## src/rtl/eth_tx_arb_if.sv

```systemverilog
// Stream bundle between the two requesters, the arbiter and the MAC TX port.
// The arbiter connects through the slave modport; the requester/MAC side
// (or a bench) uses the master modport.
interface eth_tx_arb_if #(
  parameter int DATA_WIDTH = 64,
  parameter int KEEP_WIDTH = DATA_WIDTH / 8,
  parameter int TAG_WIDTH  = 16
);
  // Requester side, port p lives at [p*WIDTH +: WIDTH]
  logic [2*DATA_WIDTH-1:0] s_axis_tdata;
  logic [2*KEEP_WIDTH-1:0] s_axis_tkeep;
  logic [1:0]              s_axis_tlast;
  logic [1:0]              s_axis_tvalid;
  logic [1:0]              s_axis_tready;

  // MAC TX side
  logic [DATA_WIDTH-1:0]   tx_axis_tdata;
  logic [KEEP_WIDTH-1:0]   tx_axis_tkeep;
  logic                    tx_axis_tlast;
  logic                    tx_axis_tvalid;
  logic                    tx_axis_tready;
  logic [TAG_WIDTH:0]      tx_axis_tuser;

  modport slave (
    input  s_axis_tdata, s_axis_tkeep, s_axis_tlast, s_axis_tvalid, tx_axis_tready,
    output s_axis_tready, tx_axis_tdata, tx_axis_tkeep, tx_axis_tlast, tx_axis_tvalid,
           tx_axis_tuser
  );

  modport master (
    output s_axis_tdata, s_axis_tkeep, s_axis_tlast, s_axis_tvalid, tx_axis_tready,
    input  s_axis_tready, tx_axis_tdata, tx_axis_tkeep, tx_axis_tlast, tx_axis_tvalid,
           tx_axis_tuser
  );
endinterface

```

## src/rtl/eth_tx_arb.sv

```systemverilog
// Two-port round-robin frame arbiter in front of a MAC TX stream.
// Each frame is tagged with {port, per-port sequence number} in tuser so the
// MAC's returned PTP timestamp can be routed back to the requester that owns
// it. Timestamps whose tag names a frame not yet sent are dropped and counted.
module eth_tx_arb #(
  parameter int DATA_WIDTH = 64,
  parameter int KEEP_WIDTH = DATA_WIDTH / 8,
  parameter int TAG_WIDTH  = 16
) (
  input  logic                 tx_clk,
  input  logic                 tx_rst_n,
  eth_tx_arb_if.slave          bus,
  input  logic [95:0]          tx_ptp_ts,
  input  logic [TAG_WIDTH-1:0] tx_ptp_ts_tag,
  input  logic                 tx_ptp_ts_valid,
  output logic [95:0]          m_ptp_ts,
  output logic [1:0]           m_ptp_ts_valid,
  output logic [15:0]          drop_count
);

  localparam int SEQ_W = TAG_WIDTH - 1;
  localparam logic [SEQ_W-1:0] SEQ_ONE = {{(SEQ_W-1){1'b0}}, 1'b1};

  typedef enum logic [0:0] {
    ST_IDLE = 1'b0,
    ST_BUSY = 1'b1
  } state_t;

  state_t r_state;
  state_t w_state_nxt;
  logic   r_rr_ptr;
  logic   r_grant_port;
  logic   w_grant_nxt;

  logic [SEQ_W-1:0] r_seq0;
  logic [SEQ_W-1:0] r_seq1;
  logic [SEQ_W-1:0] w_seq_cur;

  logic [DATA_WIDTH-1:0] w_tdata;
  logic [KEEP_WIDTH-1:0] w_tkeep;
  logic                  w_tlast;
  logic                  w_tvalid;
  logic [1:0]            w_s_tready;
  logic                  w_hs_last;

  logic [95:0]      r_ptp_ts;
  logic [1:0]       r_ptp_ts_valid;
  logic [15:0]      r_drop_count;
  logic             w_ts_port;
  logic [SEQ_W-1:0] w_ts_seq;
  logic [SEQ_W-1:0] w_ts_ref;
  logic             w_ts_drop;

  // Arbitration and frame-end detection: pick the next owner in IDLE, leave BUSY on the last beat
  always_comb begin
    w_state_nxt = r_state;
    w_grant_nxt = r_grant_port;
    case (r_state)
      ST_IDLE: begin
        if (bus.s_axis_tvalid[r_rr_ptr]) begin
          w_grant_nxt = r_rr_ptr;
          w_state_nxt = ST_BUSY;
        end else if (bus.s_axis_tvalid[~r_rr_ptr]) begin
          w_grant_nxt = ~r_rr_ptr;
          w_state_nxt = ST_BUSY;
        end else begin
          w_state_nxt = ST_IDLE;
        end
      end
      ST_BUSY: begin
        if (w_hs_last) begin
          w_state_nxt = ST_IDLE;
        end else begin
          w_state_nxt = ST_BUSY;
        end
      end
      default: begin
        w_state_nxt = ST_IDLE;
        w_grant_nxt = 1'b0;
      end
    endcase
  end

  // Datapath mux: in BUSY the granted port is wired straight through; IDLE presents nothing
  always_comb begin
    w_tdata    = {DATA_WIDTH{1'b0}};
    w_tkeep    = {KEEP_WIDTH{1'b0}};
    w_tlast    = 1'b0;
    w_tvalid   = 1'b0;
    w_s_tready = 2'b00;
    if (r_state == ST_BUSY) begin
      if (r_grant_port) begin
        w_tdata    = bus.s_axis_tdata[DATA_WIDTH +: DATA_WIDTH];
        w_tkeep    = bus.s_axis_tkeep[KEEP_WIDTH +: KEEP_WIDTH];
        w_tlast    = bus.s_axis_tlast[1];
        w_tvalid   = bus.s_axis_tvalid[1];
        w_s_tready = {bus.tx_axis_tready, 1'b0};
      end else begin
        w_tdata    = bus.s_axis_tdata[0 +: DATA_WIDTH];
        w_tkeep    = bus.s_axis_tkeep[0 +: KEEP_WIDTH];
        w_tlast    = bus.s_axis_tlast[0];
        w_tvalid   = bus.s_axis_tvalid[0];
        w_s_tready = {1'b0, bus.tx_axis_tready};
      end
    end else begin
      w_s_tready = 2'b00;
    end
  end

  assign w_hs_last = (r_state == ST_BUSY) & w_tvalid & bus.tx_axis_tready & w_tlast;
  assign w_seq_cur = r_grant_port ? r_seq1 : r_seq0;

  // Arbiter state: FSM register, grant capture, round-robin pointer and per-port frame counters
  always_ff @(posedge tx_clk) begin
    if (!tx_rst_n) begin
      r_state      <= ST_IDLE;
      r_grant_port <= 1'b0;
      r_rr_ptr     <= 1'b0;
      r_seq0       <= {SEQ_W{1'b0}};
      r_seq1       <= {SEQ_W{1'b0}};
    end else begin
      r_state      <= w_state_nxt;
      r_grant_port <= w_grant_nxt;
      if (w_hs_last) begin
        r_rr_ptr <= ~r_grant_port;
        if (r_grant_port) begin
          r_seq1 <= r_seq1 + SEQ_ONE;
        end else begin
          r_seq0 <= r_seq0 + SEQ_ONE;
        end
      end else begin
        r_rr_ptr <= r_rr_ptr;
      end
    end
  end

  // A returned tag is stale-proofed against the owner's counter: a tag at or beyond it was never sent
  assign w_ts_port = tx_ptp_ts_tag[TAG_WIDTH-1];
  assign w_ts_seq  = tx_ptp_ts_tag[SEQ_W-1:0];
  assign w_ts_ref  = w_ts_port ? r_seq1 : r_seq0;
  assign w_ts_drop = (w_ts_seq >= w_ts_ref);

  // Timestamp return: route a one-cycle valid pulse to the owning port, or count a drop
  always_ff @(posedge tx_clk) begin
    if (!tx_rst_n) begin
      r_ptp_ts       <= 96'd0;
      r_ptp_ts_valid <= 2'b00;
      r_drop_count   <= 16'd0;
    end else begin
      r_ptp_ts_valid <= 2'b00;
      if (tx_ptp_ts_valid) begin
        r_ptp_ts <= tx_ptp_ts;
        if (w_ts_drop) begin
          if (r_drop_count != 16'hFFFF) begin
            r_drop_count <= r_drop_count + 16'd1;
          end else begin
            r_drop_count <= r_drop_count;
          end
        end else begin
          r_ptp_ts_valid <= w_ts_port ? 2'b10 : 2'b01;
        end
      end else begin
        r_ptp_ts <= r_ptp_ts;
      end
    end
  end

  assign bus.tx_axis_tdata  = w_tdata;
  assign bus.tx_axis_tkeep  = w_tkeep;
  assign bus.tx_axis_tlast  = w_tlast;
  assign bus.tx_axis_tvalid = w_tvalid;
  assign bus.tx_axis_tuser  = {r_grant_port, w_seq_cur, 1'b0};
  assign bus.s_axis_tready  = w_s_tready;

  assign m_ptp_ts       = r_ptp_ts;
  assign m_ptp_ts_valid = r_ptp_ts_valid;
  assign drop_count     = r_drop_count;

endmodule

```

## src/flat_wrapper.sv

```systemverilog
// flat-port wrapper written by rule: the top's interface ports become plain ports
module eth_tx_arb_flat 
#(
  parameter int DATA_WIDTH = 64,
  parameter int KEEP_WIDTH = DATA_WIDTH / 8,
  parameter int TAG_WIDTH  = 16
)
  (tx_clk, tx_rst_n, tx_ptp_ts, tx_ptp_ts_tag, tx_ptp_ts_valid, m_ptp_ts, m_ptp_ts_valid, drop_count, bus_s_axis_tdata, bus_s_axis_tkeep, bus_s_axis_tlast, bus_s_axis_tvalid, bus_tx_axis_tready, bus_s_axis_tready, bus_tx_axis_tdata, bus_tx_axis_tkeep, bus_tx_axis_tlast, bus_tx_axis_tvalid, bus_tx_axis_tuser);
  eth_tx_arb_if #(.DATA_WIDTH(DATA_WIDTH), .KEEP_WIDTH(KEEP_WIDTH), .TAG_WIDTH(TAG_WIDTH)) bus_i ();
  input  logic tx_clk;
  input  logic tx_rst_n;
  input  logic [95:0] tx_ptp_ts;
  input  logic [TAG_WIDTH-1:0] tx_ptp_ts_tag;
  input  logic tx_ptp_ts_valid;
  output logic [95:0] m_ptp_ts;
  output logic [1:0] m_ptp_ts_valid;
  output logic [15:0] drop_count;
  input wire logic [$bits(bus_i.s_axis_tdata)-1:0] bus_s_axis_tdata;
  input wire logic [$bits(bus_i.s_axis_tkeep)-1:0] bus_s_axis_tkeep;
  input wire logic [$bits(bus_i.s_axis_tlast)-1:0] bus_s_axis_tlast;
  input wire logic [$bits(bus_i.s_axis_tvalid)-1:0] bus_s_axis_tvalid;
  input wire logic [$bits(bus_i.tx_axis_tready)-1:0] bus_tx_axis_tready;
  output wire logic [$bits(bus_i.s_axis_tready)-1:0] bus_s_axis_tready;
  output wire logic [$bits(bus_i.tx_axis_tdata)-1:0] bus_tx_axis_tdata;
  output wire logic [$bits(bus_i.tx_axis_tkeep)-1:0] bus_tx_axis_tkeep;
  output wire logic [$bits(bus_i.tx_axis_tlast)-1:0] bus_tx_axis_tlast;
  output wire logic [$bits(bus_i.tx_axis_tvalid)-1:0] bus_tx_axis_tvalid;
  output wire logic [$bits(bus_i.tx_axis_tuser)-1:0] bus_tx_axis_tuser;
  assign bus_i.s_axis_tdata = bus_s_axis_tdata;
  assign bus_i.s_axis_tkeep = bus_s_axis_tkeep;
  assign bus_i.s_axis_tlast = bus_s_axis_tlast;
  assign bus_i.s_axis_tvalid = bus_s_axis_tvalid;
  assign bus_i.tx_axis_tready = bus_tx_axis_tready;
  assign bus_s_axis_tready = bus_i.s_axis_tready;
  assign bus_tx_axis_tdata = bus_i.tx_axis_tdata;
  assign bus_tx_axis_tkeep = bus_i.tx_axis_tkeep;
  assign bus_tx_axis_tlast = bus_i.tx_axis_tlast;
  assign bus_tx_axis_tvalid = bus_i.tx_axis_tvalid;
  assign bus_tx_axis_tuser = bus_i.tx_axis_tuser;
  eth_tx_arb #(.DATA_WIDTH(DATA_WIDTH), .KEEP_WIDTH(KEEP_WIDTH), .TAG_WIDTH(TAG_WIDTH)) u_core (.tx_clk(tx_clk), .tx_rst_n(tx_rst_n), .bus(bus_i), .tx_ptp_ts(tx_ptp_ts), .tx_ptp_ts_tag(tx_ptp_ts_tag), .tx_ptp_ts_valid(tx_ptp_ts_valid), .m_ptp_ts(m_ptp_ts), .m_ptp_ts_valid(m_ptp_ts_valid), .drop_count(drop_count));
endmodule
```

## config.mk

```make
export PLATFORM = sky130hd
export DESIGN_NAME = eth_tx_arb_flat
export DESIGN_NICKNAME = d
export VERILOG_FILES = /design/src/rtl/eth_tx_arb_if.sv /design/src/rtl/eth_tx_arb.sv /design/src/flat_wrapper.sv
export SDC_FILE = /design/constraint.sdc
export NUM_CORES = 1
export LEC_CHECK = 0
export ABC_CLOCK_PERIOD_IN_PS = 7300
export CAP_MARGIN = 15
export CORE_ASPECT_RATIO = 0.5
export CORE_UTILIZATION = 25
export DETAILED_ROUTE_END_ITERATION = 10
export GPL_TIMING_DRIVEN = 0
export PLACE_DENSITY = 0.65
export SLEW_MARGIN = 0
export SYNTH_ARGS = -nofsm -noshare
export SYNTH_HDL_FRONTEND = slang
export SYNTH_SLANG_ARGS = --single-unit
```

## constraint.sdc

```tcl
create_clock -name tx_clk -period 7.3 [get_ports tx_clk]
set_clock_uncertainty 0.15 [all_clocks]
set_input_delay 0.73 -clock tx_clk [delete_from_list [all_inputs] [get_ports tx_clk]]
set_output_delay 0.73 -clock tx_clk [all_outputs]
set_load 0.02 [all_outputs]
```

== After elaboration in Yosys (flattened, before gate mapping) ==
Cells that the tools add are included.

* Bits in registers: 147
* Bits of input ports: 264
* Output and inout bits: 207
* Logic and storage cells: 52

* $add $sub $neg: 3
* $lt $le $gt $ge: 3
* Equality and inequality tests: 1
* Multiplexer cells: 23
* Bitwise logic cells: 8
* Reduce and logical (&&, ||, !) cells: 6

{| class="wikitable"
|+ Operators with widths
! kind !! number
|-
| $mux 64 || 2
|-
| $add 15x1->15 const B || 2
|-
| $mux 15 || 2
|-
| $add 16x1->16 const B || 1
|-
| $mux 8 || 2
|-
| $ne 16x16->1 const B || 1
|-
| $ge 15x15->1 || 1
|-
| $mux 1 || 13
|-
| $mux 2 || 3
|-
| $reduce_and 2->1 || 3
|-
| $not 1->1 || 5
|-
| $lt 1x2->1 const B || 2
|-
| $and 1x1->1 || 3
|-
| $reduce_and 3->1 || 1
|-
| $reduce_or 3->1 || 1
|-
| $pmux 1 s2 || 1
|-
| $reduce_bool 2->1 || 1
|}

== Depth between registers and ports, before layout ==
* Depth after elaboration: 7
* Gate-level depth with buffers: 11

== Worst setup path after synthesis ==
OpenSTA, ideal clock, no wires.

* Path kind: input to register
* Start point: in tx_ptp_ts_tag[15]
* End point: reg u_core.r_drop_count[15] (netlist: u_core.drop_count[15])
* Arrival: 3.116 ns
* Data required time: 7.031 ns
* Path slack: 3.916 ns
* Stages: 11
* Path buffers: 3
* Cells stage by stage: clkbuf_1 -> clkbuf_1 -> mux2i_1 -> ha_1 -> a21o_1 -> nand3_1 -> a21oi_1 -> a211oi_1 -> clkbuf_1 -> nor2b_1 -> o221a_2

* Word-level cells in the longest chain between the ends: 3

{| class="wikitable"
|+ Ends and longest elaborated chain
! element !! RTL line !! source
|-
| from (decl) || flat_wrapper.sv:13 || <nowiki>input logic [TAG_WIDTH-1:0] tx_ptp_ts_tag;</nowiki>
|-
| $mux 15 || eth_tx_arb.sv:140 || <nowiki>assign w_ts_ref = w_ts_port ? r_seq1 : r_seq0;</nowiki>
|-
| $ge 15x15->1 || eth_tx_arb.sv:141 || <nowiki>assign w_ts_drop = (w_ts_seq >= w_ts_ref);</nowiki>
|-
| $reduce_and 3->1 (no source line) || - ||
|-
| to (signal assigned) || eth_tx_arb.sv:155 || <nowiki>r_drop_count <= r_drop_count + 16'd1;</nowiki>
|-
| to (signal assigned) || eth_tx_arb.sv:157 || <nowiki>r_drop_count <= r_drop_count;</nowiki>
|-
| to (decl) || eth_tx_arb.sv:48 || <nowiki>logic [15:0] r_drop_count;</nowiki>
|}

Every way passes these cells.
A chain may end at the register's enable or synchronous reset.

== Final worst setup path ==
* Start point: reg u_core.r_grant_port
* End point: out bus_tx_axis_tdata[39]

* Word-level cells in the longest chain between the ends: 2

{| class="wikitable"
|+ Ends and longest elaborated chain
! element !! RTL line !! source
|-
| from (decl) || eth_tx_arb.sv:32 || <nowiki>logic r_grant_port;</nowiki>
|-
| from (signal assigned) || eth_tx_arb.sv:123 || <nowiki>r_grant_port <= w_grant_nxt;</nowiki>
|-
| $mux 64 || eth_tx_arb.sv:92 || <nowiki>if (r_grant_port) begin</nowiki>
|-
| $mux 64 || eth_tx_arb.sv:91 || <nowiki>if (r_state == ST_BUSY) begin</nowiki>
|-
| to (decl) || flat_wrapper.sv:24 || <nowiki>output wire logic [$bits(bus_i.tx_axis_tdata)-1:0] bus_tx_axis_tdata;</nowiki>
|}

Every way passes these cells.

==> impl_metrics.py <==
metrics = {
    "run_status": {
        "status": "finished clean",
    },
    "floorplanning": {
        "core_area_um2": 29100,
        "start_util": 0.255,
        "die_w_um": 246,
        "pin_count": 471,
        "dieArea_um2": 30400,
        "fp.dieH_um": 124,
        "rows": 44,
    },
    "worst_setup_path": {
        "cp.arrival_ns": 3.30,
        "worstPathRequired_ns": 6.42,
        "crit_path_max_fanout": 10,
        "start_kind": "flip-flop",
        "endpoint_kind": "primary output",
        "path_class": "reg2out",
    },
    "timing": {
        "rsz0062_at_grt": "no",
        "setup_tns_ns": 0,
        "clock.fmax_ghz": 0.239,
        "setup_violations": 0,
        "slew_violations": 0,
        "worst_pin_slew_ns": 0.790,
        "hold_viol_final": 0,
        "relSlewSlack": 0.473,
        "post-route-period-util": 0.573,
        "min_period_ns": 4.18,
    },
    "pwr": {
        "p_int_mw": 1.64,
        "seqPwrFrac": 0.377,
        "ir_worst_vdd_mv": 0.129,
        "combPwrFrac": 0.243,
        "power.switching_mw": 0.621,
        "p_leak_nw": 5.05,
        "p_per_area_nw_per_um2": 172,
        "netSwitchingFraction": 0.274,
        "clockPowerShare": 0.379,
    },
    "hold_path": {
        "min_path_type": "reg2reg",
    },
    "cells_and_area": {
        "diodes": 0,
        "fin_nets": 1596,
        "layout_common_cells": "467 x clkdlybuf4s50_1, 206 x nor2_1, 186 x mux2i_1, 147 x dfxtp_1, 34 x clkbuf_1",
        "fill_cells": 2754,
        "syn_to_final_growth_pct": 77.4,
        "final_area_um2": 13200,
        "layout_commonest_cell": "clkdlybuf4s50_1",
        "fin_cells": 1718,
        "postLayoutCoreUtil": 0.453,
        "drive_gt1_frac": 0.0505,
    },
    "place": {
        "port_buffers": 467,
        "placed_cells": 1686,
        "placed_cell_area_um2": 12600,
        "dpl.hpwl_um": 26600,
        "place_congestion": 0.944,
    },
    "clock_network": {
        "hold_buffers": 0,
        "clk_pin_slew_ns": 0.06,
        "insertion_delay_ns": 0.42,
        "cts_resized": 0,
        "clockBufferDepth": 2,
        "cts_root_buffer": "clkbuf_16",
        "cts_made_buffers": 17,
        "clock-sinks": 147,
        "cts-htree-levels": 4,
        "tritoncts": "done",
        "cts_setup_buffers": 0,
    },
    "grt": {
        "grtUsageTotal": 0.197,
        "overflow": 0,
        "antenna_found_initial": 0,
        "first_global_vias": 7625,
        "grt_pass1_wl_um": 44800,
        "grt_max_degree": 17,
    },
    "logic_synthesis": {
        "synthArstFlopShare": 0,
        "synth_edf_count": 0,
        "avgSynthCellArea_um2": 8.96,
        "synthesis.area_um2": 7420,
        "synthesis.nets": 1110,
        "synth_ff_type": "dfxtp_1",
        "synth_warnings": 0,
        "synthCells": 828,
        "synth-seq-cells": 147,
        "synth.distinct_cells": 45,
        "ys_seq_area_frac": 0.397,
    },
    "drt": {
        "dr.pass1.iters": 4,
        "wire_per_inst_um": 18.5,
        "vias": 7690,
        "antenna_left": 0,
        "vias_per_cell": 4.48,
        "drt_iter0_drc": 351,
        "routed_wl_um": 31700,
        "drc": 0,
    },
    "flow_run": {
        "cap_violations": 0,
    },
}
state kept, by name (all words and copies together), names as in the netlist:
signal,count
u_core.m_ptp_ts_valid,2
u_core.r_seq0,15
u_core.m_ptp_ts,96
u_core.r_state,1
u_core.drop_count,16
u_core.r_seq1,15
u_core.r_rr_ptr,1
u_core.r_grant_port,1
path summary, 6_finish.rpt:
| check | depth (start not counted) | start | end | slack, ns |
|---|---|---|---|---|
| min reg2reg | 2 | u_core.m_ptp_ts[3] | u_core.m_ptp_ts[3] | 0.34 |
| max | 6 | u_core.r_grant_port | bus_tx_axis_tdata[39] | 3.12 |
| max reg2reg | 10 | u_core.r_seq1[4] | u_core.drop_count[15] | 4.31 |
| min | 2 | u_core.m_ptp_ts[3] | u_core.m_ptp_ts[3] | 0.34 |
through the flow:
| stage | total power, mW | setup slack, ns | hold slack [ns] |
|---|---|---|---|
| 6_report | 2.26 | 3.12 | 0.339 |
| 4_1_cts | 2.29 | 2.99 | 0.347 |
| 3_3_place_gp | 1.42 | 3.20 | 0.321 |
| 5_1_grt | 2.36 | 2.92 | 0.365 |
| 2_1_floorplan | 1.10 | 3.92 | 0.328 |
| 3_5_place_dp | 1.43 | 3.14 | 0.331 |
critical path, stage by stage, from the launching register on:
cell and delay, ns:
dfxtp_1 0.33, buf_4 0.19, clkbuf_1 0.58, buf_1 0.67, mux2i_1 0.24, nor2_1 0.23, clkdlybuf4s50_1 0.64
synth_stat cells (all sizes together) (2+ instances only):
cell type / n / area (µm²)
xnor2: 13 / 114
ha: 18 / 225
xor2: 11 / 96.3
nor3: 10 / 55.1
buf: 24 / 113
mux2i: 187 / 1880
clkbuf: 33 / 124
mux2: 15 / 169
inv: 6 / 22.5
o21ai: 19 / 95.1
o31ai: 2 / 15.0
or4: 3 / 26.3
nor2: 206 / 773
a21o: 3 / 22.5
nor2b: 3 / 18.8
a21oi: 25 / 125
or3: 13 / 81.3
nand4: 20 / 131
nor4: 3 / 40.0
nand2b: 4 / 25.0
and3: 5 / 31.3
nand3: 16 / 80.1
nand2: 27 / 101
dfxtp: 147 / 2940
and2: 3 / 18.8
cells by family (layout without fill, tap and decap cells):
logic type | Yosys count | after routing | share of synthesized area
and+or+nand+nor | 319 | 319 | 0.194
muxes | 202 | 202 | 0.276
DFF | 147 | 147 | 0.397
buffers and inverters | 63 | 562 | 0.0349
AOI/OAI and AO/OA | 54 | 54 | 0.0401
xor gates and xnor gates | 24 | 24 | 0.0283
adders and majority gates | 18 | 18 | 0.0303
other | 1 | 1 | 0.000505
metal layers:
| metal | track usage | vias up | routed length, µm |
|---|---|---|---|
| met3 | 0.0392 | 29 | 1210 |
| met5 | 0 | - | 0 |
| met2 | 0.372 | 188 | 17300 |
| met1 | 0.221 | 3656 | 12500 |
| met4 | 0.0707 | 0 | 787 |
| li1 | - | 3817 | - |
area by class of cell:
cell class	instances	area (µm²)	area share
Tap cell	391	489	0.0372
Timing Repair Buffer	467	4670	0.355
Clock inverter	13	134	0.0102
Inverter	6	22.5	0.00171
Multi-Input combinational cell	618	4220	0.321
Buffer	57	236	0.0180
Clock buffer	19	443	0.0337
Sequential cell	147	2940	0.224
power groups by stage:
stage / clock [mW] / sequential [mW] / combinational, mW
after floorplan: 0 / 0.909 / 0.188
after global placement: 0 / 0.870 / 0.549
after detailed placement: 0 / 0.871 / 0.555
after CTS: 0.881 / 0.854 / 0.556
after global routing: 0.919 / 0.858 / 0.582
final: 0.859 / 0.854 / 0.550
Note: power is estimated with default switching activity, not from simulation.
